**config.mk**
```make
export PLATFORM = sky130hd
export DESIGN_NAME = alu_iter
export DESIGN_NICKNAME = d
export VERILOG_FILES = /design/src/rtl/alu_iter.sv
export SDC_FILE = /design/constraint.sdc
export NUM_CORES = 1
export LEC_CHECK = 0
export ABC_AREA = 1
export CORE_ASPECT_RATIO = 2
export CORE_MARGIN = 2
export CORE_UTILIZATION = 50
export DETAILED_ROUTE_END_ITERATION = 8
export PLACE_DENSITY = 0.69
export SYNTH_ARGS = -nofsm -noshare
export SYNTH_HDL_FRONTEND = slang
export SYNTH_SLANG_ARGS = --single-unit
```
**constraint.sdc**
```tcl
create_clock -name clk -period 3.7 [get_ports clk]
set_input_delay 0.74 -clock clk [delete_from_list [all_inputs] [get_ports clk]]
set_output_delay 0.74 -clock clk [all_outputs]
set_load 0.05 [all_outputs]
```
**src/rtl/alu_iter.sv**
```systemverilog
// Clocked ALU: simple ops register at the accept edge (latency 1); MUL/DIV iterate WIDTH steps (latency WIDTH+1).
// in_ready is high only in IDLE; in_valid presented during CALC is ignored and must be held upstream.
module alu_iter #(
    parameter int WIDTH = 16,
    parameter int CNT_W = 5
) (
    input  logic             clk,
    input  logic             reset,
    input  logic             in_valid,
    output logic             in_ready,
    input  logic [WIDTH-1:0] A,
    input  logic [WIDTH-1:0] B,
    input  logic             Cin,
    input  logic [3:0]       OP,
    output logic             out_valid,
    output logic [WIDTH-1:0] C,
    output logic             Cout,
    output logic             Zero,
    output logic             div_zero,
    output logic             op_err
);

    localparam logic [3:0] OP_ADD  = 4'd0;
    localparam logic [3:0] OP_SUB  = 4'd1;
    localparam logic [3:0] OP_AND  = 4'd2;
    localparam logic [3:0] OP_ORR  = 4'd3;
    localparam logic [3:0] OP_NOT  = 4'd4;
    localparam logic [3:0] OP_TCP  = 4'd5;
    localparam logic [3:0] OP_SHL  = 4'd6;
    localparam logic [3:0] OP_SHR  = 4'd7;
    localparam logic [3:0] OP_ID   = 4'd8;
    localparam logic [3:0] OP_LHI  = 4'd9;
    localparam logic [3:0] OP_MULL = 4'd10;
    localparam logic [3:0] OP_MULH = 4'd11;
    localparam logic [3:0] OP_DIVU = 4'd12;
    localparam logic [3:0] OP_REMU = 4'd13;

    typedef enum logic {S_IDLE, S_CALC} state_t;

    state_t             state_q, state_d;
    logic [CNT_W-1:0]   cnt_q, cnt_d;
    logic [WIDTH-1:0]   acc_q, acc_d;
    logic [WIDTH-1:0]   lo_q, lo_d;
    logic [WIDTH-1:0]   a_q, a_d;
    logic [WIDTH-1:0]   b_q, b_d;
    logic [3:0]         op_q, op_d;
    logic [WIDTH-1:0]   c_q, c_d;
    logic               cout_q, cout_d;
    logic               zero_q, zero_d;
    logic               dz_q, dz_d;
    logic               oe_q, oe_d;
    logic               ov_q, ov_d;

    logic [WIDTH:0]     add_sum, sub_dif;
    logic [WIDTH-1:0]   simple_c;
    logic               simple_cout, simple_err;
    logic               in_is_iter;

    logic [WIDTH:0]     mul_sum;
    logic [WIDTH-1:0]   mul_acc, mul_lo;
    logic [WIDTH:0]     div_sh;
    logic [WIDTH-1:0]   div_sub, div_acc, div_lo;
    logic               div_geq, is_div, b_zero;

    assign add_sum = {1'b0, A} + {1'b0, B} + {{WIDTH{1'b0}}, Cin};
    assign sub_dif = {1'b0, A} - {1'b0, B} - {{WIDTH{1'b0}}, Cin};
    assign in_is_iter = (OP == OP_MULL) || (OP == OP_MULH) || (OP == OP_DIVU) || (OP == OP_REMU);

    always_comb begin
        simple_c    = '0;
        simple_cout = 1'b0;
        simple_err  = 1'b0;
        case (OP)
            OP_ADD: begin simple_c = add_sum[WIDTH-1:0]; simple_cout = add_sum[WIDTH]; end
            OP_SUB: begin simple_c = sub_dif[WIDTH-1:0]; simple_cout = sub_dif[WIDTH]; end
            OP_AND: simple_c = A & B;
            OP_ORR: simple_c = A | B;
            OP_NOT: simple_c = ~A;
            OP_TCP: simple_c = ~A + WIDTH'(1);
            OP_SHL: simple_c = {A[WIDTH-2:0], 1'b0};
            OP_SHR: simple_c = {A[WIDTH-1], A[WIDTH-1:1]};
            OP_ID:  simple_c = A;
            OP_LHI: simple_c = {B[WIDTH/2-1:0], {(WIDTH/2){1'b0}}};
            default: begin simple_c = '0; simple_cout = 1'b1; simple_err = 1'b1; end
        endcase
    end

    // Multiply: {acc, lo} shifts right, adding B into acc when the multiplier LSB is set.
    assign mul_sum = {1'b0, acc_q} + (lo_q[0] ? {1'b0, b_q} : {(WIDTH+1){1'b0}});
    assign mul_acc = mul_sum[WIDTH:1];
    assign mul_lo  = {mul_sum[0], lo_q[WIDTH-1:1]};

    // Divide: restoring; the remainder after a subtract is below B so WIDTH bits suffice.
    assign div_sh  = {acc_q, lo_q[WIDTH-1]};
    assign div_geq = div_sh >= {1'b0, b_q};
    assign div_sub = div_sh[WIDTH-1:0] - b_q;
    assign div_acc = div_geq ? div_sub : div_sh[WIDTH-1:0];
    assign div_lo  = {lo_q[WIDTH-2:0], div_geq};

    assign is_div = (op_q == OP_DIVU) || (op_q == OP_REMU);
    assign b_zero = (b_q == '0);

    always_comb begin
        state_d = state_q;
        cnt_d   = cnt_q;
        acc_d   = acc_q;
        lo_d    = lo_q;
        a_d     = a_q;
        b_d     = b_q;
        op_d    = op_q;
        c_d     = c_q;
        cout_d  = cout_q;
        zero_d  = zero_q;
        dz_d    = dz_q;
        oe_d    = oe_q;
        ov_d    = 1'b0;
        case (state_q)
            S_IDLE: begin
                if (in_valid) begin
                    dz_d = 1'b0;
                    if (in_is_iter) begin
                        state_d = S_CALC;
                        cnt_d   = '0;
                        acc_d   = '0;
                        lo_d    = A;
                        a_d     = A;
                        b_d     = B;
                        op_d    = OP;
                        oe_d    = 1'b0;
                    end else begin
                        c_d    = simple_c;
                        cout_d = simple_cout;
                        zero_d = (A == B);
                        oe_d   = simple_err;
                        ov_d   = 1'b1;
                    end
                end
            end
            S_CALC: begin
                acc_d = is_div ? div_acc : mul_acc;
                lo_d  = is_div ? div_lo : mul_lo;
                cnt_d = cnt_q + CNT_W'(1);
                if (cnt_q == CNT_W'(WIDTH - 1)) begin
                    state_d = S_IDLE;
                    cnt_d   = '0;
                    ov_d    = 1'b1;
                    cout_d  = 1'b0;
                    zero_d  = (a_q == b_q);
                    dz_d    = is_div && b_zero;
                    case (op_q)
                        OP_MULL: c_d = mul_lo;
                        OP_MULH: c_d = mul_acc;
                        OP_DIVU: c_d = b_zero ? {WIDTH{1'b1}} : div_lo;
                        OP_REMU: c_d = b_zero ? a_q : div_acc;
                        default: c_d = '0;
                    endcase
                end
            end
            default: state_d = S_IDLE;
        endcase
    end

    always_ff @(posedge clk) begin
        if (reset) begin
            state_q <= S_IDLE;
            cnt_q   <= '0;
            acc_q   <= '0;
            lo_q    <= '0;
            a_q     <= '0;
            b_q     <= '0;
            op_q    <= '0;
            c_q     <= '0;
            cout_q  <= 1'b0;
            zero_q  <= 1'b0;
            dz_q    <= 1'b0;
            oe_q    <= 1'b0;
            ov_q    <= 1'b0;
        end else begin
            state_q <= state_d;
            cnt_q   <= cnt_d;
            acc_q   <= acc_d;
            lo_q    <= lo_d;
            a_q     <= a_d;
            b_q     <= b_d;
            op_q    <= op_d;
            c_q     <= c_d;
            cout_q  <= cout_d;
            zero_q  <= zero_d;
            dz_q    <= dz_d;
            oe_q    <= oe_d;
            ov_q    <= ov_d;
        end
    end

    assign in_ready  = (state_q == S_IDLE);
    assign out_valid = ov_q;
    assign C         = c_q;
    assign Cout      = cout_q;
    assign Zero      = zero_q;
    assign div_zero  = dz_q;
    assign op_err    = oe_q;

endmodule

```
==> metrics.csv <==
stage;metric;value;unit
worst_hold_path;hold_path_class;flop to flop;
outcome;outcome;finished clean;
timing;fin_skew;0.0141;ns
timing;drv_slew;0;
setup_path;cp_max_fo;4;
routing;ant_nets;0;
logic_synthesis;netlist_instances;1798;
clock_tree;cts.sinks;95;
floorplan;rows;75;
grt;grt_pass1_vias;12700;
setup_path;crit_slowest_cell;o21ai_0;
logic_synthesis;synth_commonest_cells;477 x nand2_1, 255 x inv_1, 199 x a21oi_1, 133 x nor2_1, 129 x o21ai_0;
layout;drive_gt1_share;8.34;%
setup_path;cp-startpoint;B[0];
clock_tree;post_cts_resized;0;
power_and_ir_drop;fin_total_pwr;3.68;mW
logic_synthesis;yosys.area.top_type_share;18.0;%
logic_synthesis;synth_cell_types;47;
setup_path;r2r_start;lo_q[0];
routing;routed_via_density;5.82;
floorplan;die_w;107;um
logic_synthesis;avgSynthCellArea;5.89;um2
power_and_ir_drop;powerDensity;300;nW/um2
clock_tree;post_cts_buffers;0;
clock_tree;clock-root-buffer;clkbuf_16;
logic_synthesis;synth_ff_type;dfxtp_1;
timing;grt_setup_unrepaired;false;
power_and_ir_drop;p_leak;5.99;nW
logic_synthesis;ys_ff_latch;95;
power_and_ir_drop;ir_drop;0.000248;V
grt;grt_max_degree;53;
place;place.gp.congestion;1.04;
clock_tree;clk_latency;0.37;ns
run;maxCapViolations;0;
timing;min_period_over_period;96.2;%
routing;vias;12700;
worst_hold_path;hold_path_startpoint;cnt_q[4];
place;placed_area;11900;um2
floorplan;core;20900;um2
setup_path;critical_path_class;primary input to flop;
logic_synthesis;synth_area;10600;um2
logic_synthesis;synthTopCellsByArea;dfxtp_1 18%, nand2_1 17%, ha_1 11%, a21oi_1 9.4%, inv_1 9.0%;
clock_tree;clockBufferDepth;2;
routing;post_drt_wl_per_cell;20.8;um
routing;first_iter_violations;1015;
setup_path;crit_path_max_incr_delay;0.79;ns
setup_path;worstSetupEndpointType;flop;
clock_tree;cts_tree;yes;
place;hpwl;36000;um
logic_synthesis;synth_area_leader_cell;dfxtp_1;
layout;n_antenna_cell;0;
layout;syn2layout_area_growth;15.9;%
timing;fin_crit;3.56;ns
timing;setup-violations-final;0;
logic_synthesis;synthArstFlopShare;0;%
grt;track_usage;41.0;%
layout;post-route-cell-area;12300;um2
setup_path;crit_arrival;3.81;ns
routing;drtPass1Iterations;6;
logic_synthesis;synth_most_common_cell;nand2_1;
floorplan;dieArea;22400;um2
place;port_buffers;61;
layout;fillers;2203;
setup_path;cp_common_cell;nand2_1;
grt;antenna_found_initial;0;
clock_tree;clkTransAtPathRegs;0.07;ns
setup_path;cp_num_buf_inv;3;
logic_synthesis;syn_nets;1940;
floorplan;start_util;50.6;%
clock_tree;hold_buffers;0;
timing;worst_pin_slew;1.02;ns
layout;nets;2044;
timing;hold_violations;0;
logic_synthesis;synth_warnings;0;
timing;max_freq;281;MHz
timing;max_slew_margin;31.5;%
clock_tree;cts.htree.levels;3;
logic_synthesis;synth_edf_count;0;
setup_path;cp.required;3.95;ns
floorplan;ios;62;
routing;drc_errors;0;
routing;wirelength;45300;um
setup_path;cp_cell_sequence;clkdlybuf4s50_1 -> inv_1 -> fa_1 -> ha_1 -> inv_1 -> nor2_1 -> nor2_1 -> o21ai_0 -> nand2_1 -> nand2_1 -> nand2_1 -> nand3_1 -> nand3_1 -> a21oi_1 -> a21oi_2;
clock_tree;cts_buffers;9;
grt;grt-ovfl-total;0;
setup_path;startpoint_type;primary input;
logic_synthesis;ys_seq_area_share;18.0;%
floorplan;die_h;210;um
grt;grt_pass1_wl;69500;um
setup_path;path_delay_family;compound AO/OA/AOI/OAI gates;
==> cell usage in the layout, fill, tap and decap left out, drive strengths merged, types with 2 or more instances in the layout <==
cell type,n
a211oi,5
a21o,4
a21oi,211
a31oi,13
and2,2
and3,2
buf,90
clkbuf,12
clkdlybuf4s50,60
clkinv,10
dfxtp,95
fa,6
ha,96
inv,264
nand2,485
nand3,113
nand3b,14
nand4,25
nor2,137
nor3,21
nor4,10
o2111ai,2
o211ai,23
o21a,5
o21ai,138
o21bai,2
o221ai,2
o22ai,22
or2,9
xnor2,7
xor2,16
==> layout make-up <==
| cell class | instances | area, um2 | area share, % |
|---|---|---|---|
| timing repair buffer | 150 | 1290 | 10.5 |
| clock buffer | 12 | 267 | 2.17 |
| inverter | 272 | 1020 | 8.34 |
| multi-input combinational | 1374 | 7400 | 60.3 |
| tap | 269 | 337 | 2.74 |
| clock inverter | 4 | 51.3 | 0.418 |
| sequential | 95 | 1900 | 15.5 |
==> metrics by stage <==
stage | std cells | setup WS, ns | setup TNS (ns) | util (%) | hold WS, ns
final | 2176 | 0.139 | 0 | 58.6 | 0.458
after global routing | 2176 | 0.00225 | 0 | 58.6 | 0.499
after CTS | 2176 | 0.220 | 0 | 58.6 | 0.463
after detailed placement | 2160 | -0.160 | -0.333 | 57.1 | 0.453
after global placement | 2160 | -0.138 | -0.244 | 57.1 | 0.436
after floorplan | 1798 | 0.872 | 0 | - | 0.429
==> per-layer routing <==
| layer | up-vias | GRT usage (%) | routed length, um |
|---|---|---|---|
| met5 | - | 0 | 0 |
| met4 | 0 | 33.9 | 4600 |
| met3 | 239 | 7.33 | 2600 |
| met2 | 547 | 74.4 | 23200 |
| met1 | 5745 | 38.9 | 14900 |
| li1 | 6127 | - | - |
==> final timing paths <==
kind	end	depth (start not counted)	slack [ns]
max	C[11]	15	0.14
min	cnt_q[4]	2	0.46
max reg2reg	C[7]	14	0.32
min reg2reg	cnt_q[4]	2	0.46
==> power by group <==
group / leakage, nW / internal [mW] / switching, mW
clock network: 0.155 / 0.581 / 0.444
logic: 5.06 / 0.501 / 1.02
registers: 0.775 / 1.07 / 0.0540
==> sequential cells by signal, indices dropped and copies added, names as in the netlist <==
| register | cells |
|---|---|
| a_q | 16 |
| op_q | 4 |
| div_zero | 1 |
| Zero | 1 |
| C | 16 |
| out_valid | 1 |
| state_q | 1 |
| acc_q | 16 |
| b_q | 16 |
| op_err | 1 |
| cnt_q | 5 |
| lo_q | 16 |
| Cout | 1 |
==> logic make-up after synthesis <==
logic type,Yosys count,synth area share [%]
and+or+nand+nor,818,32.7
adders and majority gates,102,12.5
xor gates and xnor gates,23,1.90
buffers and inverters,329,12.2
AOI/OAI and AO/OA,431,22.7
DFF,95,18.0
==> worst register-to-register path: cells and delay by family, from the launching register on <==
family	cells	cell delay, ns
AOI/OAI and AO/OA	2	0.77
xor gates and xnor gates	1	0.36
adders and majority gates	1	0.27
buffers and inverters	2	0.10
DFF	1	0.57
and+or+nand+nor	8	1.24
(Power assumes the default switching activity.)
